==> src/rtl/readback_arbiter.sv <==
// Round-robin arbiter framing byte-stream readback sources into the FTDI write FIFO.
// Each grant emits a header {4'hA, index}, up to MAX_BURST payload bytes and a count trailer.
module readback_arbiter #(
  parameter int unsigned NUM_SRC       = 3,
  parameter int unsigned MAX_BURST     = 64,
  parameter int unsigned STALL_TIMEOUT = 255
) (
  input  logic                   clk,
  input  logic                   rst,
  input  logic [NUM_SRC-1:0]     src_valid,
  input  logic [8*NUM_SRC-1:0]   src_data,
  input  logic [NUM_SRC-1:0]     src_last,
  output logic [NUM_SRC-1:0]     src_ready,
  input  logic                   fifo_prog_full,
  output logic                   fifo_wr_en,
  output logic [7:0]             fifo_din,
  output logic [NUM_SRC-1:0]     grant,
  output logic                   busy,
  output logic [7:0]             timeout_count
);

  typedef enum logic [1:0] {StIdle, StHeader, StData, StTrailer} state_e;

  state_e             state_q, state_d;
  logic [NUM_SRC-1:0] grant_q, grant_d;
  logic [3:0]         idx_q, idx_d;
  logic [3:0]         ptr_q, ptr_d;
  logic [7:0]         cnt_q, cnt_d;
  logic [15:0]        stall_q, stall_d;
  logic [7:0]         tmo_q, tmo_d;

  logic               found_hi, found_lo;
  logic [3:0]         pick_hi, pick_lo, pick;
  logic               sel_valid, sel_last;
  logic [7:0]         sel_data;
  logic               xfer;
  logic [7:0]         cnt_inc;
  logic [15:0]        stall_inc;

  // Round-robin search: lowest requester at or above the pointer, else lowest overall.
  always_comb begin
    found_hi = 1'b0;
    found_lo = 1'b0;
    pick_hi  = '0;
    pick_lo  = '0;
    for (int j = NUM_SRC - 1; j >= 0; j--) begin
      if (src_valid[j]) begin
        if (j >= int'(ptr_q)) begin
          found_hi = 1'b1;
          pick_hi  = 4'(j);
        end
        found_lo = 1'b1;
        pick_lo  = 4'(j);
      end
    end
    pick = found_hi ? pick_hi : pick_lo;
  end

  // Mux the granted source with the one-hot grant.
  always_comb begin
    sel_valid = 1'b0;
    sel_last  = 1'b0;
    sel_data  = '0;
    for (int j = 0; j < NUM_SRC; j++) begin
      if (grant_q[j]) begin
        sel_valid = src_valid[j];
        sel_last  = src_last[j];
        sel_data  = src_data[8*j +: 8];
      end
    end
  end

  assign xfer      = (state_q == StData) && sel_valid && !fifo_prog_full;
  assign cnt_inc   = cnt_q + 8'd1;
  assign stall_inc = stall_q + 16'd1;

  always_comb begin
    state_d    = state_q;
    grant_d    = grant_q;
    idx_d      = idx_q;
    ptr_d      = ptr_q;
    cnt_d      = cnt_q;
    stall_d    = stall_q;
    tmo_d      = tmo_q;
    src_ready  = '0;
    fifo_wr_en = 1'b0;
    fifo_din   = '0;

    unique case (state_q)
      StIdle: begin
        if (found_lo) begin
          idx_d = pick;
          for (int j = 0; j < NUM_SRC; j++) begin
            grant_d[j] = (4'(j) == pick);
          end
          state_d = StHeader;
        end
      end
      StHeader: begin
        if (!fifo_prog_full) begin
          fifo_wr_en = 1'b1;
          fifo_din   = {4'hA, idx_q};
          state_d    = StData;
        end
      end
      StData: begin
        src_ready = grant_q & {NUM_SRC{~fifo_prog_full}};
        if (xfer) begin
          fifo_wr_en = 1'b1;
          fifo_din   = sel_data;
          cnt_d      = cnt_inc;
          stall_d    = '0;
          if (sel_last || (cnt_inc == 8'(MAX_BURST))) begin
            state_d = StTrailer;
          end
        end else if (!fifo_prog_full && !sel_valid) begin
          stall_d = stall_inc;
          if (stall_inc == 16'(STALL_TIMEOUT)) begin
            state_d = StTrailer;
            tmo_d   = (tmo_q == 8'hFF) ? tmo_q : tmo_q + 8'd1;
          end
        end
      end
      StTrailer: begin
        if (!fifo_prog_full) begin
          fifo_wr_en = 1'b1;
          fifo_din   = cnt_q;
          cnt_d      = '0;
          stall_d    = '0;
          ptr_d      = (idx_q == 4'(NUM_SRC - 1)) ? 4'd0 : idx_q + 4'd1;
          grant_d    = '0;
          state_d    = StIdle;
        end
      end
      default: state_d = StIdle;
    endcase

    // Nothing may reach the FIFO or a source on a reset edge.
    if (rst) begin
      src_ready  = '0;
      fifo_wr_en = 1'b0;
    end
  end

  always_ff @(posedge clk) begin
    if (rst) begin
      state_q <= StIdle;
      grant_q <= '0;
      idx_q   <= '0;
      ptr_q   <= '0;
      cnt_q   <= '0;
      stall_q <= '0;
      tmo_q   <= '0;
    end else begin
      state_q <= state_d;
      grant_q <= grant_d;
      idx_q   <= idx_d;
      ptr_q   <= ptr_d;
      cnt_q   <= cnt_d;
      stall_q <= stall_d;
      tmo_q   <= tmo_d;
    end
  end

  assign grant         = grant_q;
  assign busy          = (state_q != StIdle);
  assign timeout_count = tmo_q;

endmodule

==> config.mk <==
export PLATFORM = sky130hd
export DESIGN_NAME = readback_arbiter
export DESIGN_NICKNAME = d
export VERILOG_FILES = /design/src/rtl/readback_arbiter.sv
export SDC_FILE = /design/constraint.sdc
export NUM_CORES = 1
export LEC_CHECK = 0
export ABC_AREA = 1
export CORE_MARGIN = 1.5
export CORE_UTILIZATION = 30
export CTS_BUF_LIST = sky130_fd_sc_hd__clkbuf_2 sky130_fd_sc_hd__clkbuf_4 sky130_fd_sc_hd__clkbuf_8
export CTS_CLUSTER_SIZE = 10
export DETAILED_ROUTE_END_ITERATION = 12
export DONT_BUFFER_PORTS = 1
export MAX_ROUTING_LAYER = met4
export PLACE_DENSITY = 0.44
export SLEW_MARGIN = 5
export SYNTH_ARGS = -nofsm -noshare
export SYNTH_HDL_FRONTEND = slang
export SYNTH_SLANG_ARGS = --single-unit
==> constraint.sdc <==
create_clock -name clk -period 1.76 [get_ports clk]
set_input_delay 0.528 -clock clk [delete_from_list [all_inputs] [get_ports clk]]
set_output_delay 0.528 -clock clk [all_outputs]
set_load 0.02 [all_outputs]
# Word-level counts from Yosys, hierarchy flattened
# Index checks and enable logic that the tools add are counted.
# op_classes
addsub	4
eq_ne	16
mux	57
reduce_logical	19
magnitude_cmp	3
bitwise	4
# op_table
cell	count
$mux W8	8
$mux W16	3
$mux W4	8
$pmux W16 S2	1
$pmux W8 S3	1
$mux W2	10
$mux W1	18
$add A16 B1 Y16 const B	1
$add A8 B1 Y8 const B	2
$eq A16 B8 Y1 const B	1
$pmux W8 S2	1
$mux W3	4
$ne A3 B2 Y1 const B	3
$reduce_and A3 Y1	3
$eq A8 B7 Y1 const B	1
$eq A8 B8 Y1 const B	1
$ge A1 B4 Y1 const A	2
$ne A2 B2 Y1 const B	4
$pmux W2 S4	1
$pmux W3 S2	1
$reduce_and A6 Y1	1
$reduce_bool A2 Y1	3
$reduce_and A5 Y1	1
$add A4 B1 Y4 const B	1
16 further kinds	23
# totals
output_inout_bits	24
ff_bits	45
input_bits	33

# Logic depth before layout (Yosys ltp)
# Gate-level depths: netlist (run 1).
# depth
ltp_word	11
depth_mapped	14

# Worst setup path after synthesis (run 1)
# No wires, ideal clock.
# synth_timing
path_kind	reg2out
start	reg state_q[0]
end	out fifo_din[0]
arrival_ns	1.649
path_stages_with_launch	7
path_slack_ns	-0.417
n_path_buf	1
path_cell_list	dfxtp_1 -> ha_1 -> inv_1 -> nor2_1 -> clkbuf_1 -> nand2_1 -> a31oi_1
# synth_via
elab_chain_len	5
# synth_rtl
item	line	source
start, declared	24	state_e state_q, state_d;
start signal, assigned	147	state_q <= StIdle;
start signal, assigned	155	state_q <= state_d;
$eq A2 B2 Y1	73, 89	
$logic_and A1 B1 Y1 (2 in a row)	73	assign xfer = (state_q == StData) && sel_valid && !fifo_prog_full;
$mux W8	108	if (xfer) begin
$pmux W8 S3 (*)	89	unique case (state_q)
end, declared	16	output logic [7:0] fifo_din,
# Mark *: on every way between the ends. The rest lies on a longest branch, timed or not.

# Worst setup path after layout (run 1)
# layout_timing
start	reg grant_q[1], in the netlist grant[1]
end	out fifo_din[7]
# layout_via
elab_chain_len	6
# layout_rtl
item	line	source
start, declared	25	logic [NUM_SRC-1:0] grant_q, grant_d;
start signal, assigned	156	grant_q <= grant_d;
$mux W1 (2 in a row)	65	if (grant_q[j]) begin
$logic_and A1 B1 Y1 (2 in a row)	73	
$mux W8 (*)	108	
$pmux W8 S3 (*)	89	
# Marked as above.

==> metrics.txt, run 1 <==
via count=3316; Async SR Flop Fraction=0; Worst Reg-to-Reg Cells=12; Power Density=738 nW/µm²; xor and xnor area share after synthesis=0.0262; via/cell ratio=4.78; die area=10600 µm²; Period minus WS final=2.15 ns; Final Cell Area=4440 µm²; Crit path arrival time=1.62 ns; Detailed Route WL=9610 µm; Worst R2R Setup Slack=-0.07 ns; RD Place Congestion=0.782; leakage power=1.80 nW; Filler cells=1016; largest family of logic cells by synthesized area=simple AND/OR/NAND/NOR gates; IO Count=57; first-pass GRT wire length=15500 µm; syn_area_per_cell=6.42 µm²; Mapped Area=3010 µm²; CP max stage delay=0.36 ns; Hold Path Class=in2reg; H-tree depth=2; CTS tree=done; Diodes inserted=0; crit path cell chain=inv_2 -> nand2_2 -> inv_2 -> nand2_2 -> a21oi_4 -> nand2_4 -> clkinv_4 -> o211ai_1 -> a21oi_2; count leader, synth=nand2_1; RSZ-0062 raised after global routing=true; Core Area=9730 µm²; Worst R2R End=timeout_count[4]$_SDFFE_PP0P_; Yosys cell types=40; VDD IR max=600 µV; clk buf depth=2; Fmax=466 MHz; starting density of the core=0.309; CP Data Required Time=1.23 ns; Final Setup Violations=19; post-synthesis sequential area ratio=0.279; Worst-Margin Slew=0.405 ns; Detailed Place HPWL=7150 µm; synth warn=0; Reg clk slew, reported paths=0.09 ns; simple-gate area share of the yosys netlist=0.408; die height=103 µm; top cells by area, synth=dfxtp_1 28%, nand2_1 16%, a21oi_1 9.1%; area leader, netlist=dfxtp_1; IO buf count=0; top_reg_cell synth=dfxtp_1; gr usage total=0.196; setup TNS=-3.69 ns; clock sinks=42; share of the synthesized area in the top cell type=0.279; number of synthesized flops with an enable pin=0; Post-synth top cells=131 x nand2_1, 55 x a21oi_1, 49 x nor2_1; Hold Fails Final Rpt=0; DR iter-0 viols=69; maxcap violations=0; share of post-route cells with drive strength above 1=0.407; area of placed instances=3950 µm²; relative slew slack=0.731; TritonCTS Buffers=5; critical path capture point type=output pin; RR Startpoint=stall_q[1]$_SDFFE_PP0P_; total gr overflow=0; Max FO, Critical Path=9; Layout area overhead=47.4%; post-route setup slack=-0.387 ns; CTS Root Cell=clkbuf_8; Rows=36; fin crit share=1.22; Pre-Repair DR Iteration Count=5; vias in the first global route=3116; nets=600; violated checks=negative setup slack; chip width=103 µm; Crit-path slowest cell=dfxtp_4; multiplexer share of the synthesized area=0; Crit path max-delay family=compound AO/OA/AOI/OAI gates; WP buf/inv=3; Post-Syn Nets=510; Post-Synthesis Cells=469; flops & latches, synth=42; Min-Delay Endpoint=timeout_count[6]$_SDFFE_PP0P_; # DRC=0; Worst Skew=0.00562 ns; outcome=finished, violations left; startpoint types=flop; largest net degree at the start of global routing=37; initial antenna violation count=0; hold path cells=1; Synth Area in Adders=0.0333; Antenna Nets Post-Route=0; clk_lat worst skew=0.30 ns; worst hold start=rst; post-synthesis compound-gate area fraction=0.174; wire per inst=13.9 µm; Slew Viols, Final=0; CP Class=reg2out
[worst reg2reg max path, delay by kind of cell (launching register included)]
family                   cells  cell delay, ns
AO/OA/AOI/OAI                1            0.06
adder cells (fa/ha/maj)      1            0.17
AND/OR/NAND/NOR             10            1.11
flip-flops                   1            0.39
[power by group]
group,internal [mW],switching [mW],total (mW)
logic,0.648,0.825,1.47
clock network,0.333,0.360,0.693
registers,1.03,0.0839,1.11
[layout by cell type (no fill, tap or decap), types with 9 or more instances in the layout]
cell type,n
a21oi_1,44
nand2_2,22
inv_2,12
nor2_2,14
nand4_1,14
nand3_1,17
dfxtp_1,25
nor2_4,14
dfxtp_4,9
nor2_1,30
nand2_1,112
buf_4,86
a21oi_2,10
inv_1,35
[logic make-up after synthesis]
| kind of cell | count (synthesis) |
|---|---|
| DFF | 42 |
| buffers and inverters | 63 |
| AOI/OAI and AO/OA | 89 |
| and+or+nand+nor | 258 |
| xor gates and xnor gates | 9 |
| adders and majority gates | 8 |
[sequential cells by signal, summed over array words and instances, names as in the netlist]
signal	flops
ptr_q	3
stall_q	16
idx_q	2
cnt_q	8
timeout_count	8
grant	3
state_q	2
[worst max-delay path by stage]
stage                     startpoint     endpoint  slack (ns)  cells past startpoint
5_1_grt        grant[1]$_SDFFE_PP0P_  fifo_din[1]       -0.49                      9
6_report       grant[1]$_SDFFE_PP0P_  fifo_din[7]       -0.39                      9
4_1_cts        grant[1]$_SDFFE_PP0P_   fifo_wr_en       -0.45                      8
3_3_place_gp            src_valid[1]   fifo_wr_en       -0.18                      5
2_1_floorplan  grant[1]$_SDFFE_PP0P_  fifo_din[0]       -0.12                      9
3_5_place_dp            src_valid[1]   fifo_wr_en       -0.19                      5
[routing by layer]
layer,wire length [µm],GRT usage
met3,325,0.0305
met5,0,-
met2,4750,0.334
met1,4380,0.241
met4,150,0.0520
[final cells by class]
class,instances,area (µm²),area share
multi-input combinational,364,2310,0.521
sequential,42,885,0.199
timing repair buffer,95,773,0.174
inverter,51,204,0.0460
tap,133,166,0.0375
clock buffer,7,90.1,0.0203
clock inverter,1,5.00,0.00113
[through the flow]
stage	total power, mW	util	setup WS (ns)	hold WS, ns	cells
floorplan	1.88	-	-0.121	0.457	469
global placement	2.42	0.406	-0.177	0.469	675
detailed placement	2.43	0.406	-0.189	0.472	675
CTS	3.30	0.437	-0.449	0.270	687
global route	3.49	0.456	-0.492	0.261	693
finish	3.28	0.456	-0.387	0.279	693
[what timing repair did]
| item | CTS | global route |
|---|---|---|
| pin swaps | 18 | 20 |
| hold endpoints to repair | 0 | 0 |
| setup endpoints to repair | 26 | 28 |
| buffers inserted | 4 | 6 |
| gates resized for setup | 54 | 48 |
| cloned | 0 | 0 |
| hold buffers | 0 | 0 |
No activity file was read; power rests on OpenSTA's default activity.
==> run 2: changes to the inputs <==
--- a/config.mk
+++ b/config.mk
@@ -13,7 +13,7 @@
 export DETAILED_ROUTE_END_ITERATION = 12
 export DONT_BUFFER_PORTS = 1
 export MAX_ROUTING_LAYER = met4
-export PLACE_DENSITY = 0.44
+export PLACE_DENSITY = 0.47
 export SLEW_MARGIN = 5
 export SYNTH_ARGS = -nofsm -noshare
 export SYNTH_HDL_FRONTEND = slang
==> metrics.txt, run 2 (same netlist as run 1, synthesis figures left out) <==
area taken by multi-input logic gates=2310 µm²; met3 WL=389 µm; H-tree depth=2; TritonCTS Buffers=5; switching share of total power=0.367; Crit path max-delay family=compound AO/OA/AOI/OAI gates; die area=10600 µm²; starting density of the core=0.309; Rows=36; violated checks=negative setup slack; Worst-Margin Slew=0.422 ns; CP Depth=5; CTS Root Cell=clkbuf_8; leakage power=1.78 nW; Detailed Route WL=9670 µm; IO Count=57; Crit path arrival time=1.59 ns; gr usage total=0.191; largest net degree at the start of global routing=37; worst hold slack=0.272 ns; Int Pwr=2.23 mW; post-route setup slack=-0.359 ns; Detailed Place HPWL=7070 µm; Pre-Repair DR Iteration Count=4; Fmax=472 MHz; max FFs per register=16; Clock power frac=0.275; Period minus WS final=2.12 ns; clock sinks=42; via/cell ratio=4.89; initial antenna violation count=0; relative slew slack=0.718; Worst Reg-to-Reg Cells=10; RSZ-0062 raised after global routing=true; Reg clk slew, reported paths=0.10 ns; vias in the first global route=3165; FF+latch area=887 µm²; hold path cells=1; WP buf/inv=1; VDD IR max=757 µV; outcome=finished, violations left; Hold Path Class=in2reg; total gr overflow=0; RD Place Congestion=0.865; first-pass GRT wire length=15300 µm; crit path cell chain=ha_4 -> inv_4 -> nor2_2 -> a21oi_1 -> a21oi_2; Hold Fails Final Rpt=0; Slew Viols, Final=0; commonest non-fill, non-tap cell in the layout=nand2_1; CP Data Required Time=1.23 ns; fin crit share=1.20; met2 routed WL=4870 µm; Final Setup Violations=22; Power Density=801 nW/µm²; largest register by flop count=stall_q; wire per inst=14.1 µm; Worst R2R Setup Slack=-0.07 ns; # hold bufs at CTS=0; maxcap violations=0; Layout area overhead=46.4%; Antenna Nets Post-Route=0; M1 WL=4290 µm; Max FO, Critical Path=4; Core Area=9730 µm²; clk_lat worst skew=0.30 ns; Diodes inserted=0; startpoint types=flop; DR iter-0 viols=96; Layout Utilization=0.453; NetSw=1.30 mW; chip width=103 µm; Crit-path slowest cell=dfxtp_4; clk buf depth=2; critical path capture point type=output pin; nets=593; IO buf count=0; CP Class=reg2out; Flop pwr share=0.317; most frequent cells in the layout=114 x nand2_1, 76 x buf_4, 46 x a21oi_1; # DRC=0; share of post-route cells with drive strength above 1=0.398; CTS tree=done; Filler cells=1053; via count=3354; CP max stage delay=0.40 ns; die height=103 µm; logic gate share of total power=0.408; max layer used=met4; Worst Skew=0.0143 ns
[run 2: timing repair]
action | in CTS | in global routing
endpoints found under the setup margin | 40 | 42
buffers inserted | 6 | 5
pin swaps | 17 | 16
cloned | 1 | 1
resized for setup | 57 | 46
[run 2: metal layers]
metal	vias up	GRT usage
met5	-	-
met1	1576	0.226
li1	1708	-
met4	0	0.0541
met3	10	0.0325
met2	60	0.334
[run 2: final cells by class]
class                   instances  area share
well taps                     133      0.0378
repair buffers                 86       0.157
inverters                      51      0.0469
clock buffers                   6      0.0188
multi-input cells             366       0.524
flip-flops and latches         42       0.201
clock inverters                 2      0.0136
[run 2: final timing paths]
check                          start                            end
max          state_q[1]$_SDFFE_PP0P_                    fifo_din[5]
min reg2reg    ptr_q[2]$_SDFFE_PP0P_          ptr_q[2]$_SDFFE_PP0P_
min                              rst  timeout_count[7]$_SDFFE_PP0P_
max reg2reg  stall_q[1]$_SDFFE_PP0P_  timeout_count[3]$_SDFFE_PP0P_
[run 2: per-stage QoR]
stage	instance area [µm²]	power [mW]	std cells	setup slack (ns)	setup TNS, ns
finish	4400	3.53	686	-0.359	-3.74
floorplan	3170	1.88	469	-0.121	-0.597
CTS	4230	3.46	680	-0.407	-7.98
detailed placement	3850	2.32	665	-0.295	-6.74
global route	4400	3.72	686	-0.437	-5.90
global placement	3850	2.32	665	-0.268	-6.06
[run 2: power by group through the flow]
stage / Combinational [mW] / Sequential [mW] / Clock, mW
2_1_floorplan: 0.758 / 1.12 / 0
3_3_place_gp: 1.20 / 1.12 / 0
3_5_place_dp: 1.20 / 1.12 / 0
4_1_cts: 1.34 / 1.11 / 1.01
5_1_grt: 1.56 / 1.13 / 1.04
6_report: 1.44 / 1.12 / 0.972
==> run 3: changes to the inputs <==
--- a/config.mk
+++ b/config.mk
@@ -14,6 +14,7 @@
 export DONT_BUFFER_PORTS = 1
 export MAX_ROUTING_LAYER = met4
 export PLACE_DENSITY = 0.47
+export RECOVER_POWER = 50
 export SLEW_MARGIN = 5
 export SYNTH_ARGS = -nofsm -noshare
 export SYNTH_HDL_FRONTEND = slang
==> metrics.txt, run 3 (same netlist as run 1, synthesis figures left out) <==
IO buf count=0; Core Area=9730 µm²; critical path capture point type=output pin; CP Class=reg2out; Detailed Place HPWL=7070 µm; Period minus WS final=2.11 ns; largest register by flop count=stall_q; CTS tree=done; Power Density=806 nW/µm²; Worst Skew=0.0133 ns; CP Data Required Time=1.23 ns; Pre-Repair DR Iteration Count=4; commonest non-fill, non-tap cell in the layout=nand2_1; Max FO, Critical Path=5; Diodes inserted=0; final cell count without fillers=686; area of placed instances=3850 µm²; clk buf depth=2; crit path cell chain=ha_4 -> inv_4 -> nor2_4 -> inv_2 -> a311oi_4; clock sinks=42; CP max stage delay=0.45 ns; Crit path arrival time=1.59 ns; RSZ-0062 raised after global routing=true; Reg clk slew, reported paths=0.10 ns; CTS Root Cell=clkbuf_8; post-route setup slack=-0.353 ns; clk_lat worst skew=0.30 ns; outcome=finished, violations left; Filler cells=1055; fin crit share=1.20; # hold bufs at CTS=0; Hold Fails Final Rpt=0; total gr overflow=0; Fmax=473 MHz; Crit path max-delay family=compound AO/OA/AOI/OAI gates; nets=593; share of post-route cells with drive strength above 1=0.378; via count=3359; die area=10600 µm²; Hold Path Class=in2reg; initial antenna violation count=0; Slew Viols, Final=0; startpoint types=flop; Final Setup Violations=32; gr usage total=0.191; via/cell ratio=4.90; largest net degree at the start of global routing=37; Worst-Margin Slew=0.463 ns; Antenna Nets Post-Route=0; vias in the first global route=3165; # DRC=0; first-pass GRT wire length=15300 µm; wire per inst=14.0 µm; DR iter-0 viols=81; Crit-path slowest cell=a311oi_4; chip width=103 µm; Detailed Route WL=9640 µm; Final Cell Area=4360 µm²; Layout area overhead=45.0%; most frequent cells in the layout=114 x nand2_1, 68 x buf_4, 46 x a21oi_1; starting density of the core=0.309; VDD IR max=754 µV; die height=103 µm; relative slew slack=0.692; Post-Place Cells=665; H-tree depth=2; Rows=36; violated checks=negative setup slack; leakage power=1.74 nW; IO Count=57; RD Place Congestion=0.865; max FFs per register=16; maxcap violations=0; TritonCTS Buffers=5; WP buf/inv=2
==> run 3: where the power goes <==
part / internal [mW] / switching (mW) / leakage, nW
clock: 0.606 / 0.365 / 0.0714
sequential: 1.03 / 0.0921 / 0.350
combinational: 0.595 / 0.835 / 1.31
total: 2.23 / 1.29 / 1.74
==> run 3: final cells by class <==
| type | instances | area (µm²) | share of cell area |
|---|---|---|---|
| tap | 133 | 166 | 0.0381 |
| multi-input combinational | 366 | 2310 | 0.529 |
| clock buffer | 6 | 82.6 | 0.0189 |
| timing repair buffer | 86 | 654 | 0.150 |
| clock inverter | 2 | 60.1 | 0.0138 |
| sequential | 42 | 886 | 0.203 |
| inverter | 51 | 206 | 0.0473 |
==> run 3: metrics by stage <==
step / hold slack [ns] / setup TNS [ns] / worst slack [ns] / power [mW] / utilization
after floorplan: 0.457 / -0.597 / -0.121 / 1.88 / -
after global placement: 0.459 / -6.06 / -0.268 / 2.32 / 0.396
after detailed placement: 0.469 / -6.74 / -0.295 / 2.32 / 0.396
after CTS: 0.257 / -7.98 / -0.407 / 3.46 / 0.435
after global routing: 0.256 / -7.40 / -0.437 / 3.71 / 0.448
final: 0.274 / -3.98 / -0.353 / 3.52 / 0.448
==> run 3: worst paths after layout <==
| check | end | startpoint | slack (ns) | depth (start not counted) |
|---|---|---|---|---|
| worst max-delay path | fifo_wr_en | state_q[1]$_SDFFE_PP0P_ | -0.35 | 5 |
| worst min-delay path | timeout_count[7]$_SDFFE_PP0P_ | rst | 0.27 | 1 |
| worst max register to register | timeout_count[3]$_SDFFE_PP0P_ | stall_q[1]$_SDFFE_PP0P_ | -0.07 | 10 |
| worst min register to register | ptr_q[2]$_SDFFE_PP0P_ | ptr_q[2]$_SDFFE_PP0P_ | 0.48 | 2 |
==> run 3: what timing repair did <==
item	CTS	global route
resized for setup	57	46
setup endpoints to repair	40	42
gates cloned	1	1
buffers inserted	6	5
pin swaps	17	16
==> run 3: layer usage <==
metal  up-vias  GRT usage  share of wire
li1       1713          -              -
met1      1571      0.226           0.44
met2        65      0.334           0.50
met3        10     0.0325          0.040
met4         0     0.0541          0.012
met5         -          -              0
